File: src/rtl/spi_pkg.sv
// -----------------------------------------------------------------------------
// spi_pkg
// Shared definitions for the SPI master sequencing controller:
//   - spi_state_t : FSM state encoding (IDLE..DONE)
//   - SPI_BITS    : bits per transfer
//   - BCNT_W      : width of the bit counter (must hold 0..SPI_BITS)
// -----------------------------------------------------------------------------
package spi_pkg;

    localparam int SPI_BITS = 8;
    localparam int BCNT_W   = 4;

    typedef enum logic [2:0] {
        ST_IDLE  = 3'd0,
        ST_LOAD  = 3'd1,
        ST_SETUP = 3'd2,
        ST_LEAD  = 3'd3,
        ST_TRAIL = 3'd4,
        ST_HOLD  = 3'd5,
        ST_DONE  = 3'd6
    } spi_state_t;

    // True for every state in which a transfer is in flight (LOAD..HOLD).
    function automatic logic in_transfer(spi_state_t s);
        return (s == ST_LOAD) || (s == ST_SETUP) || (s == ST_LEAD) ||
               (s == ST_TRAIL) || (s == ST_HOLD);
    endfunction

endpackage

File: src/rtl/spi_if.sv
// -----------------------------------------------------------------------------
// spi_if
// Bundle between the bus-side registers / shift register and spi_ctrl.
// Signals:
//   start, div, cpol   : transfer request and its settings (bus side -> ctrl)
//   miso               : serial input from the pad (-> ctrl)
//   busy, done         : status handshake (ctrl -> bus side)
//   load, shift, miso_q: shift-register strobes and serial input (ctrl ->)
//   sck, cs_n          : pad outputs (ctrl ->)
//   dbg_state          : current FSM state, for observation only
// Handshake: start is a request level sampled only while the controller is
// idle; the cycle after it is accepted busy rises and stays high until the
// single-cycle done pulse, during which busy is low. start seen at any other
// time is ignored.
// Modports: master = controller view, slave = bus/shift-register view.
// -----------------------------------------------------------------------------
interface spi_if #(parameter int DIV_W = 8);
    import spi_pkg::*;

    logic             start;
    logic [DIV_W-1:0] div;
    logic             cpol;
    logic             miso;
    logic             busy;
    logic             done;
    logic             load;
    logic             shift;
    logic             miso_q;
    logic             sck;
    logic             cs_n;
    spi_state_t       dbg_state;

    modport master (
        input  start, div, cpol, miso,
        output busy, done, load, shift, miso_q, sck, cs_n, dbg_state
    );

    modport slave (
        output start, div, cpol, miso,
        input  busy, done, load, shift, miso_q, sck, cs_n, dbg_state
    );

endinterface

File: src/rtl/spi_clkdiv.sv
// -----------------------------------------------------------------------------
// spi_clkdiv
// Phase counter for SCK generation. Counts 0..i_div and wraps; o_tick is high
// on the last cycle of each phase, so every phase lasts i_div+1 clk cycles.
// Ports:
//   clk, rst : clock, synchronous active-high reset
//   i_clr    : synchronous clear (holds the counter at 0)
//   i_div    : terminal count
//   o_tick   : last cycle of the current phase
// -----------------------------------------------------------------------------
module spi_clkdiv #(
    parameter int DIV_W = 8
) (
    input  logic             clk,
    input  logic             rst,
    input  logic             i_clr,
    input  logic [DIV_W-1:0] i_div,
    output logic             o_tick
);

    logic [DIV_W-1:0] r_cnt;

    assign o_tick = (r_cnt == i_div);

    always_ff @(posedge clk) begin
        if (rst || i_clr || o_tick) begin
            r_cnt <= '0;
        end else begin
            r_cnt <= r_cnt + DIV_W'(1);
        end
    end

endmodule

File: src/rtl/spi_ctrl.sv
// -----------------------------------------------------------------------------
// spi_ctrl
// Sequencing controller for the SPI master datapath (CPHA=0, mode 0/2).
// Generates SCK, the load/shift strobes for the 8-bit shift register, and
// registers MISO into the shift register's serial input.
// Ports:
//   clk, rst : system clock, synchronous active-high reset
//   bus      : spi_if.master (start/div/cpol/miso in; busy/done/load/shift/
//              miso_q/sck/cs_n/dbg_state out)
// Option macro SPI_CS_EN: when defined, cs_n is driven low from LOAD through
// HOLD; otherwise cs_n is held at 1 and chip select is managed externally.
// All outputs are registered: each is computed from the next state and
// flopped, so it lines up with the state it belongs to.
// -----------------------------------------------------------------------------
module spi_ctrl
    import spi_pkg::*;
#(
    parameter int DIV_W = 8
) (
    input  logic  clk,
    input  logic  rst,
    spi_if.master bus
);

    spi_state_t       r_state;
    spi_state_t       w_next;
    logic [DIV_W-1:0] r_div;
    logic             r_cpol;
    logic [BCNT_W-1:0] r_bcnt;

    logic r_busy, r_done, r_load, r_shift, r_miso_q, r_sck, r_cs_n;
    logic w_busy_d, w_done_d, w_load_d, w_shift_d, w_sck_d, w_cs_n_d;
    logic w_tick, w_clr, w_cpol, w_accept, w_shift_ev;

    // The phase counter only runs in the timed states.
    assign w_clr    = (r_state == ST_IDLE) || (r_state == ST_LOAD) || (r_state == ST_DONE);
    assign w_accept = (r_state == ST_IDLE) && bus.start;

    spi_clkdiv #(.DIV_W(DIV_W)) u_clkdiv (
        .clk    (clk),
        .rst    (rst),
        .i_clr  (w_clr),
        .i_div  (r_div),
        .o_tick (w_tick)
    );

    // State register
    always_ff @(posedge clk) begin
        if (rst) begin
            r_state <= ST_IDLE;
        end else begin
            r_state <= w_next;
        end
    end

    // Next-state logic
    always_comb begin
        w_next = r_state;
        case (r_state)
            ST_IDLE:  if (bus.start) w_next = ST_LOAD;
            ST_LOAD:  w_next = ST_SETUP;
            ST_SETUP: if (w_tick) w_next = ST_LEAD;
            ST_LEAD:  if (w_tick) w_next = ST_TRAIL;
            ST_TRAIL: if (w_tick) w_next = (r_bcnt == BCNT_W'(SPI_BITS)) ? ST_HOLD : ST_LEAD;
            ST_HOLD:  if (w_tick) w_next = ST_DONE;
            ST_DONE:  w_next = ST_IDLE;
            default:  w_next = ST_IDLE;
        endcase
    end

    // Output logic (values for the next cycle)
    always_comb begin
        // In IDLE the live cpol is used so SCK tracks it and the value
        // latched at start is already in effect during LOAD.
        w_cpol     = (r_state == ST_IDLE) ? bus.cpol : r_cpol;
        w_shift_ev = (r_state == ST_LEAD) && (w_next == ST_TRAIL);
        w_busy_d   = in_transfer(w_next);
        w_done_d   = (w_next == ST_DONE);
        w_load_d   = (w_next == ST_LOAD);
        w_shift_d  = w_shift_ev;
        w_sck_d    = (w_next == ST_LEAD) ? ~w_cpol : w_cpol;
`ifdef SPI_CS_EN
        w_cs_n_d   = ~in_transfer(w_next);
`else
        w_cs_n_d   = 1'b1;
`endif
    end

    // Output, settings, bit counter and MISO registers
    always_ff @(posedge clk) begin
        if (rst) begin
            r_busy   <= 1'b0;
            r_done   <= 1'b0;
            r_load   <= 1'b0;
            r_shift  <= 1'b0;
            r_miso_q <= 1'b0;
            r_sck    <= 1'b0;
            r_cs_n   <= 1'b1;
            r_div    <= '0;
            r_cpol   <= 1'b0;
            r_bcnt   <= '0;
        end else begin
            r_busy  <= w_busy_d;
            r_done  <= w_done_d;
            r_load  <= w_load_d;
            r_shift <= w_shift_d;
            r_sck   <= w_sck_d;
            r_cs_n  <= w_cs_n_d;
            if (w_accept) begin
                r_div  <= bus.div;
                r_cpol <= bus.cpol;
            end
            // Counter advances together with the shift strobe, so during
            // TRAIL k it already reads k and the end-of-phase test is direct.
            if (r_state == ST_LOAD) begin
                r_bcnt <= '0;
            end else if (w_shift_ev && (r_bcnt != BCNT_W'(SPI_BITS))) begin
                r_bcnt <= r_bcnt + BCNT_W'(1);
            end
            // Capture on the last LEAD cycle; the shift strobe follows next.
            if ((r_state == ST_LEAD) && w_tick) begin
                r_miso_q <= bus.miso;
            end
        end
    end

    assign bus.busy      = r_busy;
    assign bus.done      = r_done;
    assign bus.load      = r_load;
    assign bus.shift     = r_shift;
    assign bus.miso_q    = r_miso_q;
    assign bus.sck       = r_sck;
    assign bus.cs_n      = r_cs_n;
    assign bus.dbg_state = r_state;

endmodule
File: src/flat_wrapper.sv
// flat-port wrapper written by rule: the top's interface ports become plain ports
module spi_ctrl_flat import spi_pkg::*;
#(
    parameter int DIV_W = 8
)
  (clk, rst, bus_start, bus_div, bus_cpol, bus_miso, bus_busy, bus_done, bus_load, bus_shift, bus_miso_q, bus_sck, bus_cs_n, bus_dbg_state);
  spi_if #(.DIV_W(DIV_W)) bus_i ();
  input  logic clk;
  input  logic rst;
  input wire logic [$bits(bus_i.start)-1:0] bus_start;
  input wire logic [$bits(bus_i.div)-1:0] bus_div;
  input wire logic [$bits(bus_i.cpol)-1:0] bus_cpol;
  input wire logic [$bits(bus_i.miso)-1:0] bus_miso;
  output wire logic [$bits(bus_i.busy)-1:0] bus_busy;
  output wire logic [$bits(bus_i.done)-1:0] bus_done;
  output wire logic [$bits(bus_i.load)-1:0] bus_load;
  output wire logic [$bits(bus_i.shift)-1:0] bus_shift;
  output wire logic [$bits(bus_i.miso_q)-1:0] bus_miso_q;
  output wire logic [$bits(bus_i.sck)-1:0] bus_sck;
  output wire logic [$bits(bus_i.cs_n)-1:0] bus_cs_n;
  output wire logic [$bits(bus_i.dbg_state)-1:0] bus_dbg_state;
  assign bus_i.start = bus_start;
  assign bus_i.div = bus_div;
  assign bus_i.cpol = bus_cpol;
  assign bus_i.miso = bus_miso;
  assign bus_busy = bus_i.busy;
  assign bus_done = bus_i.done;
  assign bus_load = bus_i.load;
  assign bus_shift = bus_i.shift;
  assign bus_miso_q = bus_i.miso_q;
  assign bus_sck = bus_i.sck;
  assign bus_cs_n = bus_i.cs_n;
  assign bus_dbg_state = bus_i.dbg_state;
  spi_ctrl #(.DIV_W(DIV_W)) u_core (.clk(clk), .rst(rst), .bus(bus_i));
endmodule
File: config.mk
export PLATFORM = sky130hd
export DESIGN_NAME = spi_ctrl_flat
export DESIGN_NICKNAME = d
export VERILOG_FILES = /design/src/rtl/spi_pkg.sv /design/src/rtl/spi_if.sv /design/src/rtl/spi_clkdiv.sv /design/src/rtl/spi_ctrl.sv /design/src/flat_wrapper.sv
export SDC_FILE = /design/constraint.sdc
export NUM_CORES = 1
export LEC_CHECK = 0
export ABC_CLOCK_PERIOD_IN_PS = 1700
export CAP_MARGIN = 40
export CORE_ASPECT_RATIO = 0.75
export CORE_MARGIN = 4
export CORE_UTILIZATION = 50
export CTS_BUF_LIST = sky130_fd_sc_hd__clkbuf_16
export DETAILED_ROUTE_END_ITERATION = 6
export DONT_BUFFER_PORTS = 1
export GPL_TIMING_DRIVEN = 0
export PLACE_DENSITY = 0.68
export REMOVE_ABC_BUFFERS = 1
export SKIP_CTS_REPAIR_TIMING = 1
export SLEW_MARGIN = 40
export SYNTH_ARGS = -nofsm -noshare
export SYNTH_HDL_FRONTEND = slang
export SYNTH_SLANG_ARGS = --single-unit
File: constraint.sdc
create_clock -name clk -period 1.7 [get_ports clk]
set_clock_uncertainty 0.05 [all_clocks]
set_input_delay 0.34 -clock clk [delete_from_list [all_inputs] [get_ports clk]]
set_output_delay 0.34 -clock clk [all_outputs]
set_load 0.1 [all_outputs]
==> results of run 1 <==
-- routing by layer --
layer	share of wire, %	vias up	GRT usage (%)
li1	-	553	-
met1	52	487	21.4
met2	41	31	22.6
met5	0	-	0
met4	1.1	0	8.77
met3	5.7	4	5.97
-- registers in the layout (all words and copies together), names as in the netlist --
name and count:
u_core.bus.miso_q 1, u_core.r_bcnt 4, u_core.bus.sck 1, u_core.r_div 8
u_core.r_cpol 1, u_core.u_clkdiv.r_cnt 8, u_core.bus.dbg_state 3, u_core.bus.done 1
u_core.bus.load 1, u_core.bus.shift 1, u_core.bus.busy 1
-- synth_stat cells, types with 2 or more instances --
cell      instances  area (um2)
xnor2_1          12         105
dfxtp_1          30         601
nor4_1            2        12.5
clkbuf_1          4        15.0
inv_1             5        18.8
nand3b_1          2        15.0
nor3_1            6        30.0
nand3_1           7        35.0
and3_1            2        12.5
nor2b_1           3        18.8
buf_2             2        10.0
nor2_1           12        45.0
ha_1              3        37.5
nand2_1          27         101
nand2b_1          2        12.5
and4_1            2        17.5
xor2_1            3        26.3
a21oi_1          12        60.1
nand4_2           2        25.0
o21a_1            2        15.0
mux2i_1           5        50.1
-- per-stage QoR --
stage	std cells	TNS [ns]	total power [uW]	hold WS [ns]	setup WS [ns]
global placement	190	-14.01	1160	0.361	-0.686
detailed placement	190	-2.91	1170	0.359	-0.236
finish	199	-0.00491	1990	0.0810	-0.00491
CTS	197	-3.10	1960	0.0764	-0.247
global route	199	-0.518	2090	0.0684	-0.0995
floorplan	154	-8.48	1120	0.359	-0.476
-- cell families (layout without fill, tap and decap cells) --
logic type / Yosys count / after routing / share of synthesized area (%)
multiplexers: 6 / 6 / 4.38
adder cells (fa/ha/maj): 3 / 3 / 2.68
AO/OA/AOI/OAI: 20 / 20 / 8.48
flip-flops: 30 / 30 / 42.9
AND/OR/NAND/NOR: 74 / 74 / 27.2
XOR/XNOR: 15 / 15 / 9.38
buffers and inverters: 14 / 14 / 4.73
other: 1 / 1 / 0.268
-- layout make-up --
type / instances / area [um2]
Sequential cell: 30 / 628
Timing Repair Buffer: 2 / 10.0
Multi-Input combinational cell: 119 / 831
Inverter: 5 / 18.8
Fill cell: 239 / 977
Clock buffer: 5 / 125
Tap cell: 36 / 45.0
Clock inverter: 2 / 7.51
-- layout by cell type (no fill, tap or decap), types with 3 or more instances in the layout --
master and n:
xnor2_1 4, ha_1 3, nor2_1 9, clkbuf_16 5, dfxtp_2 13, nor2_2 3
nand2_1 27, dfxtp_4 3, dfxtp_1 14, mux2i_1 5, nor3_1 4, inv_1 6
xnor2_2 8, a21oi_1 12, xor2_1 3, nand3_1 6
-- worst max path at each step --
stage                                        start                        endpoint  depth (start not counted)  slack, ns
6_report       u_core.u_clkdiv.r_cnt[2]$_SDFF_PP0_       u_core.bus.sck$_SDFF_PP0_                          5     -0.005
3_3_place_gp    u_core.bus.dbg_state[1]$_SDFF_PP0_   u_core.r_bcnt[3]$_SDFFE_PP0P_                          5      -0.69
2_1_floorplan   u_core.bus.dbg_state[1]$_SDFF_PP0_   u_core.r_bcnt[3]$_SDFFE_PP0P_                          5      -0.48
5_1_grt               u_core.r_div[6]$_SDFFE_PP0P_       u_core.bus.sck$_SDFF_PP0_                          5       -0.1
4_1_cts         u_core.bus.dbg_state[1]$_SDFF_PP0_  u_core.bus.miso_q$_SDFFE_PP0P_                          5      -0.25
3_5_place_dp    u_core.bus.dbg_state[1]$_SDFF_PP0_  u_core.bus.miso_q$_SDFFE_PP0P_                          5      -0.24
-- power by group --
part	internal, uW	switching (uW)
registers	750	174
logic	116	168
clock network	519	264
total	1390	607
==> flow_metrics.py, run 1 <==
metrics = {
    "clock_network": {
        "numCtsBuffers": 5,
        "cts_max_path_buffers": 2,
        "cts_sinks": 30,
        "clkTransAtPathRegs_ns": 0.05,
        "insertion_delay_ns": 0.27,
        "cts_root_buffer": "clkbuf_16",
        "tritoncts": "done",
        "htree_num_levels": 2,
    },
    "place": {
        "dpl_cell_area_mm2": 0.00141,
        "dp.final_hpwl_um": 1970,
        "place_congestion": 0.809,
        "io_buffers": 0,
    },
    "worst_setup_path": {
        "cp_slowest_cell": "dfxtp_2",
        "regToRegSetupSlack_ns": -0.005,
        "r2r-start": "u_core.u_clkdiv.r_cnt[2]$_SDFF_PP0_",
        "max_stage_delay_ns": 0.39,
        "worstSetupStartpointType": "flip-flop",
        "r2r-end": "u_core.bus.sck$_SDFF_PP0_",
        "reg2reg_depth": 5,
        "cp.required_ns": 1.80,
        "cp_max_fo": 5,
        "crit_type": "flip-flop to flip-flop",
        "critPathArrivalTime_ns": 1.81,
        "crit_family": "flip-flops",
        "cp.buffers_inverters": 0,
        "path_cells": "xnor2_2 > and4_1 > nand3_2 > a32oi_1 > mux2_2",
        "endpoint_kind": "flip-flop",
    },
    "sta": {
        "max-slew-margin-rel_pct": 65.4,
        "hold_viol_final": 0,
        "maxSlewViolCount": 0,
        "worstMarginPinSlew_ns": 0.518,
        "rsz0062_at_grt": "yes",
        "period_needed_ns": 1.70,
        "timing.final.crit_share_pct": 100,
        "max_freq_mhz": 587,
        "layout_setup_ws_ns": -0.00491,
        "finalSetupViolations": 1,
    },
    "synth": {
        "ys.flop_type": "dfxtp_1",
        "synth_edf_count": 0,
        "postSynthCellCount": 163,
        "netlist_area_mm2": 0.00140,
        "yosysUniqueCellTypes": 39,
        "seq_area_frac_synth_pct": 42.9,
        "synthArstFlopShare_pct": 0,
        "synth_area_per_cell_um2": 8.60,
        "synth_warnings": 0,
        "synth_seq_cells": 30,
    },
    "power": {
        "p_leak_uw": 0.000598,
        "peakVddDrop_v": 0.000840,
        "powerDensity_mw_per_mm2": 1200,
    },
    "grt": {
        "antenna_found_initial": 0,
        "grt_start_max_net_pins": 22,
        "grt_pass1_wl_um": 4550,
        "first_global_vias": 978,
        "grt_use_total_pct": 16.1,
        "gr-total-overflow": 0,
    },
    "worst_hold_path": {
        "min-delay-start": "rst",
        "min_to": "u_core.bus.dbg_state[2]$_SDFF_PP0_",
        "min_path_cells": 1,
        "hold_class": "primary input to flip-flop",
    },
    "layout": {
        "fin_nets": 179,
        "layout-drive-gt1-share_pct": 28.2,
        "area_growth_pct": 18.8,
        "post-route-util_pct": 63.0,
        "fin_area_mm2": 0.00167,
        "diodes": 0,
    },
    "floorplan": {
        "io_pins": 23,
        "dieArea_mm2": 0.00372,
        "die_h_um": 53.9,
        "die_w_um": 69.1,
        "initial_utilization_pct": 53.0,
        "core-area_mm2": 0.00264,
        "row_count": 16,
    },
    "status": {
        "outcome": "complete, but fails checks",
        "failed_checks": "negative setup slack",
    },
    "drt": {
        "routed_via_density": 5.40,
        "wl_um": 2770,
        "wire_per_inst_um": 13.9,
        "num_vias": 1075,
        "route.antenna.remaining_nets": 0,
        "drt_iter0_drc": 57,
        "drc": 0,
        "first_pass_iters": 4,
    },
    "flow_run": {
        "drv_cap": 0,
    },
}
(Power assumes the default switching activity.)
==> inputs of run 2 (changes only) <==
- MAX_ROUTING_LAYER: default -> met4
==> flow_metrics.py, run 2 (synthesis gave the netlist of run 1 again) <==
metrics = {
    "worst_setup_path": {
        "worstSetupStartpointType": "flip-flop",
        "max_stage_delay_ns": 0.39,
        "cp.depth": 5,
        "r2r-end": "u_core.bus.sck$_SDFF_PP0_",
        "r2r-start": "u_core.u_clkdiv.r_cnt[2]$_SDFF_PP0_",
        "critPathArrivalTime_ns": 1.81,
        "path_cells": "xnor2_2 > and4_1 > nand3_2 > a32oi_1 > mux2_2",
        "cp.required_ns": 1.80,
        "cp_max_fo": 5,
        "reg2reg_depth": 5,
        "endpoint_kind": "flip-flop",
        "crit_family": "flip-flops",
        "cp.buffers_inverters": 0,
        "crit_type": "flip-flop to flip-flop",
        "regToRegSetupSlack_ns": -0.008,
        "cp_slowest_cell": "dfxtp_2",
    },
    "layout": {
        "layout-drive-gt1-share_pct": 28.2,
        "layout_common_cells": "nand2_1 (27), dfxtp_1 (14), dfxtp_2 (13), a21oi_1 (12), nor2_1 (9)",
        "post-route-util_pct": 63.0,
        "top_regs": "u_core.r_div x8, u_core.u_clkdiv.r_cnt x8, u_core.r_bcnt x4",
        "layout.cells.most_common": "nand2_1",
        "num-fill-cells": 239,
        "area_growth_pct": 18.8,
        "multiInputGateArea_um2": 831,
        "regArea_um2": 628,
        "fin_nets": 179,
        "diodes": 0,
    },
    "sta": {
        "layout_setup_ws_ns": -0.00751,
        "maxSlewViolCount": 0,
        "hold_viol_final": 0,
        "worstMarginPinSlew_ns": 0.518,
        "timing.final.crit_share_pct": 100,
        "max_freq_mhz": 586,
        "hold-worst-slack_ns": 0.0807,
        "max-slew-margin-rel_pct": 65.4,
        "period_needed_ns": 1.71,
        "rsz0062_at_grt": "yes",
        "finalSetupViolations": 1,
    },
    "grt": {
        "grtUsageMet1_pct": 21.4,
        "antenna_found_initial": 0,
        "grtUsageMet2_pct": 22.6,
        "grt_use_total_pct": 16.6,
        "grt_use_met3_pct": 5.97,
        "gr-total-overflow": 0,
        "grt_start_max_net_pins": 22,
        "first_global_vias": 984,
        "grt_pass1_wl_um": 4550,
        "grt-busiest-layer": "met2",
    },
    "clock_network": {
        "htree_num_levels": 2,
        "insertion_delay_ns": 0.27,
        "numCtsBuffers": 5,
        "tritoncts": "done",
        "cts_max_path_buffers": 2,
        "clkTransAtPathRegs_ns": 0.05,
        "cts_root_buffer": "clkbuf_16",
        "cts_sinks": 30,
    },
    "floorplan": {
        "die_w_um": 69.1,
        "io_pins": 23,
        "dieArea_mm2": 0.00372,
        "core-area_mm2": 0.00264,
        "initial_utilization_pct": 53.0,
        "die_h_um": 53.9,
        "row_count": 16,
    },
    "status": {
        "failed_checks": "negative setup slack",
        "outcome": "complete, but fails checks",
    },
    "worst_hold_path": {
        "min_to": "u_core.bus.dbg_state[2]$_SDFF_PP0_",
        "min-delay-start": "rst",
        "min_path_cells": 1,
        "hold_class": "primary input to flip-flop",
    },
    "power": {
        "p_seq_share_pct": 46.4,
        "swShare_pct": 30.5,
        "powerDensity_mw_per_mm2": 1200,
        "power.switching_uw": 609,
        "power_frac_comb_pct": 14.2,
        "intPower_uw": 1390,
        "p_leak_uw": 0.000598,
        "peakVddDrop_v": 0.000841,
        "p_clk_share_pct": 39.4,
    },
    "drt": {
        "drc": 0,
        "routed_via_density": 5.41,
        "wire_per_inst_um": 13.9,
        "wl_um": 2760,
        "drt_iter0_drc": 54,
        "num_vias": 1076,
        "first_pass_iters": 5,
        "route.antenna.remaining_nets": 0,
    },
    "flow_run": {
        "drv_cap": 0,
    },
    "place": {
        "io_buffers": 0,
        "pre_cts_ws_ns": -0.236,
        "place_congestion": 0.821,
        "dp.final_hpwl_um": 1970,
    },
}
## run 2: routing by layer
layer / wire length (um) / share of wire, % / vias to the layer above
met4: 38 / 1.4 / 0
met3: 145 / 5.2 / 5
met2: 1150 / 42 / 30
met1: 1430 / 52 / 488
met5: 0 / 0 / -
li1: - / - / 553
## run 2: worst max-delay path by stage
stage | slack, ns | to | startpoint
finish | -0.008 | u_core.bus.sck$_SDFF_PP0_ | u_core.u_clkdiv.r_cnt[2]$_SDFF_PP0_
global route | -0.09 | u_core.bus.sck$_SDFF_PP0_ | u_core.r_div[2]$_SDFFE_PP0P_
CTS | -0.25 | u_core.bus.miso_q$_SDFFE_PP0P_ | u_core.bus.dbg_state[1]$_SDFF_PP0_
detailed placement | -0.24 | u_core.bus.miso_q$_SDFFE_PP0P_ | u_core.bus.dbg_state[1]$_SDFF_PP0_
global placement | -0.69 | u_core.r_bcnt[3]$_SDFFE_PP0P_ | u_core.bus.dbg_state[1]$_SDFF_PP0_
floorplan | -0.48 | u_core.r_bcnt[3]$_SDFFE_PP0P_ | u_core.bus.dbg_state[1]$_SDFF_PP0_
## run 2: per-stage QoR
stage / area (um2) / TNS (ns) / total power, uW / instances
after detailed placement: 1410 / -2.91 / 1170 / 190
final: 1670 / -0.00751 / 1990 / 199
after global placement: 1400 / -14.01 / 1160 / 190
after global routing: 1670 / -0.505 / 2080 / 199
after floorplan: 1350 / -8.48 / 1120 / 154
after CTS: 1540 / -3.10 / 1960 / 197
## run 2: final cells by class
type,instances,share of cell area (%)
Clock buffer,5,7.51
Timing Repair Buffer,2,0.601
Clock inverter,2,0.451
Multi-Input combinational cell,119,49.9
Tap cell,36,2.70
Inverter,5,1.13
Sequential cell,30,37.7
## run 2: worst reg2reg max path, cell delays in order (launching register included)
cell and delay (ns):
dfxtp_2 0.39, xnor2_2 0.15, and4_1 0.26, nand3_2 0.11
a32oi_1 0.27, mux2_2 0.36
## run 2: power groups by stage
stage | Clock (uW) | Combinational (uW) | Sequential (uW)
global route | 834 | 320 | 930
floorplan | 0 | 203 | 916
finish | 786 | 283 | 924
CTS | 804 | 241 | 919
detailed placement | 0 | 240 | 933
global placement | 0 | 234 | 927
==> inputs of run 3 (changes only) <==
- ABC_CLOCK_PERIOD_IN_PS: 1700 -> default
- SYNTH_HIERARCHICAL: default -> 1
- TNS_END_PERCENT: default -> 20
==> flow_metrics.py, run 3 <==
metrics = {
    "status": {
        "outcome": "complete, but fails checks",
        "failed_checks": "negative setup slack",
    },
    "synth": {
        "seq_area_frac_synth_pct": 41.6,
        "yosys-top-cells-area": "dfxtp_1 (42%), xor2_1 (8.5%), nand2_1 (7.0%), a21oi_1 (3.8%), nor4_4 (2.9%)",
        "ys.flop_type": "dfxtp_1",
        "synth_warnings": 6,
        "synth_edf_count": 0,
        "yosysUniqueCellTypes": 38,
        "synthArstFlopShare_pct": 0,
        "synth_commonest_cells": "dfxtp_1 (30), nand2_1 (27), xor2_1 (14), a21oi_1 (11), nor2_1 (7)",
        "yosysMostFrequentCell": "dfxtp_1",
        "synth_area_per_cell_um2": 9.14,
        "synth_seq_cells": 30,
        "yosysTopAreaCell": "dfxtp_1",
        "netlist_area_mm2": 0.00144,
        "postSynthCellCount": 158,
        "synth_top_area_share_pct": 41.6,
    },
    "sta": {
        "worstMarginPinSlew_ns": 0.761,
        "finalSetupViolations": 19,
        "period_needed_ns": 2.24,
        "maxSlewViolCount": 0,
        "timing.final.crit_share_pct": 132,
        "max-slew-margin-rel_pct": 49.3,
        "max_freq_mhz": 447,
        "rsz0062_at_grt": "yes",
        "final.setup.tns_ns": -3.53,
        "layout_setup_ws_ns": -0.539,
        "hold_viol_final": 0,
    },
    "power": {
        "p_total_uw": 2380,
        "p_seq_share_pct": 44.1,
        "peakVddDrop_v": 0.00109,
        "intPower_uw": 1550,
        "p_clk_share_pct": 33.2,
        "swShare_pct": 34.8,
        "power_frac_comb_pct": 22.7,
        "power.switching_uw": 830,
        "powerDensity_mw_per_mm2": 1410,
        "p_leak_uw": 0.000671,
    },
    "grt": {
        "grt_use_total_pct": 17.7,
        "grt_start_max_net_pins": 22,
        "antenna_found_initial": 0,
        "gr-total-overflow": 0,
        "grt_pass1_wl_um": 4860,
        "first_global_vias": 1025,
    },
    "floorplan": {
        "die_w_um": 70.1,
        "die_h_um": 54.5,
        "core-area_mm2": 0.00268,
        "dieArea_mm2": 0.00382,
        "io_pins": 23,
        "initial_utilization_pct": 53.8,
        "row_count": 16,
    },
    "layout": {
        "area_growth_pct": 16.9,
        "layout-drive-gt1-share_pct": 22.1,
        "layout_common_cells": "nand2_1 (26), dfxtp_1 (20), xor2_1 (12), a21oi_1 (11)",
        "layout.cells.most_common": "nand2_1",
        "top_regs": "u_core/r_div x8, u_core/u_clkdiv/r_cnt x8, u_core/r_bcnt x4",
        "diodes": 0,
        "num-fill-cells": 228,
        "fin_nets": 179,
        "post-route-util_pct": 62.9,
    },
    "drt": {
        "num_vias": 1100,
        "drt_iter0_drc": 64,
        "routed_via_density": 5.53,
        "first_pass_iters": 4,
        "route.antenna.remaining_nets": 0,
        "wire_per_inst_um": 15.1,
        "wl_um": 3010,
        "drc": 0,
    },
    "place": {
        "io_buffers": 0,
        "dp.final_hpwl_um": 2010,
        "pre_cts_ws_ns": -0.859,
        "place_congestion": 0.761,
    },
    "clock_network": {
        "cts_max_path_buffers": 2,
        "clkTransAtPathRegs_ns": 0.05,
        "tritoncts": "done",
        "htree_num_levels": 2,
        "numCtsBuffers": 5,
        "cts_sinks": 30,
        "cts_root_buffer": "clkbuf_16",
        "insertion_delay_ns": 0.27,
    },
    "flow_run": {
        "drv_cap": 0,
    },
    "worst_setup_path": {
        "crit_type": "flip-flop to flip-flop",
        "cp_max_fo": 6,
        "critPathArrivalTime_ns": 2.35,
        "endpoint_kind": "flip-flop",
        "cp.required_ns": 1.81,
        "worstSetupStartpointType": "flip-flop",
    },
    "worst_hold_path": {
        "hold_class": "primary input to flip-flop",
    },
}
==> run 3: cell families after synthesis <==
family	count (synthesis)	synth area share, %
other cells	1	0.260
flops	30	41.6
buf+inv	13	4.68
mux	4	2.86
xor+xnor	16	9.71
simple gates	62	25.6
fa+ha+maj	3	2.60
compound gates	29	12.7
==> run 3: power groups by stage <==
stage	clock network [uW]	registers (uW)	logic [uW]
floorplan	0	1030	320
global placement	0	1050	373
detailed placement	0	1060	384
CTS	815	1040	386
global route	862	1060	590
finish	791	1050	540
==> run 3: final timing paths <==
check	from	endpoint	slack [ns]	cells past startpoint
max	u_core/u_clkdiv/r_cnt[1]$_SDFF_PP0_	u_core/bus.sck$_SDFF_PP0_	-0.54	7
min	rst	u_core/bus.dbg_state[2]$_SDFF_PP0_	0.08	1
min reg2reg	u_core/r_cpol$_SDFFE_PP0P_	u_core/r_cpol$_SDFFE_PP0P_	0.40	2
max reg2reg	u_core/u_clkdiv/r_cnt[1]$_SDFF_PP0_	u_core/bus.sck$_SDFF_PP0_	-0.54	7
==> run 3: per-stage QoR <==
stage                     instances  area [um2]  hold WS [ns]
after detailed placement        185        1450         0.358
after global routing            199        1690        0.0620
after global placement          185        1440         0.361
final                           199        1690        0.0761
after CTS                       192        1580        0.0672
after floorplan                 149        1390         0.359
==> run 3: layout make-up <==
class / count / area (um2) / area share (%)
sequential: 30 / 621 / 36.8
multi-input combinational: 115 / 822 / 48.7
clock buffer: 5 / 125 / 7.41
timing repair buffer: 7 / 52.6 / 3.11
tap: 36 / 45.0 / 2.67
clock inverter: 2 / 7.51 / 0.445
inverter: 4 / 15.0 / 0.890
==> run 3: worst max-delay path, stage by stage (launching register included) <==
cell,delay [ns]
dfxtp_1,0.34
xor2_1,0.20
nor4_4,0.41
and2_4,0.28
nand2_4,0.06
or2_4,0.28
a31oi_4,0.18
mux2_4,0.31
==> run 3: per-layer routing <==
layer | vias up | routed length (um) | GRT usage (%)
li1 | 553 | - | -
met1 | 513 | 1430 | 19.9
met2 | 28 | 1380 | 27.9
met3 | 6 | 155 | 7.52
met4 | 0 | 40 | 7.96
met5 | - | 0 | -
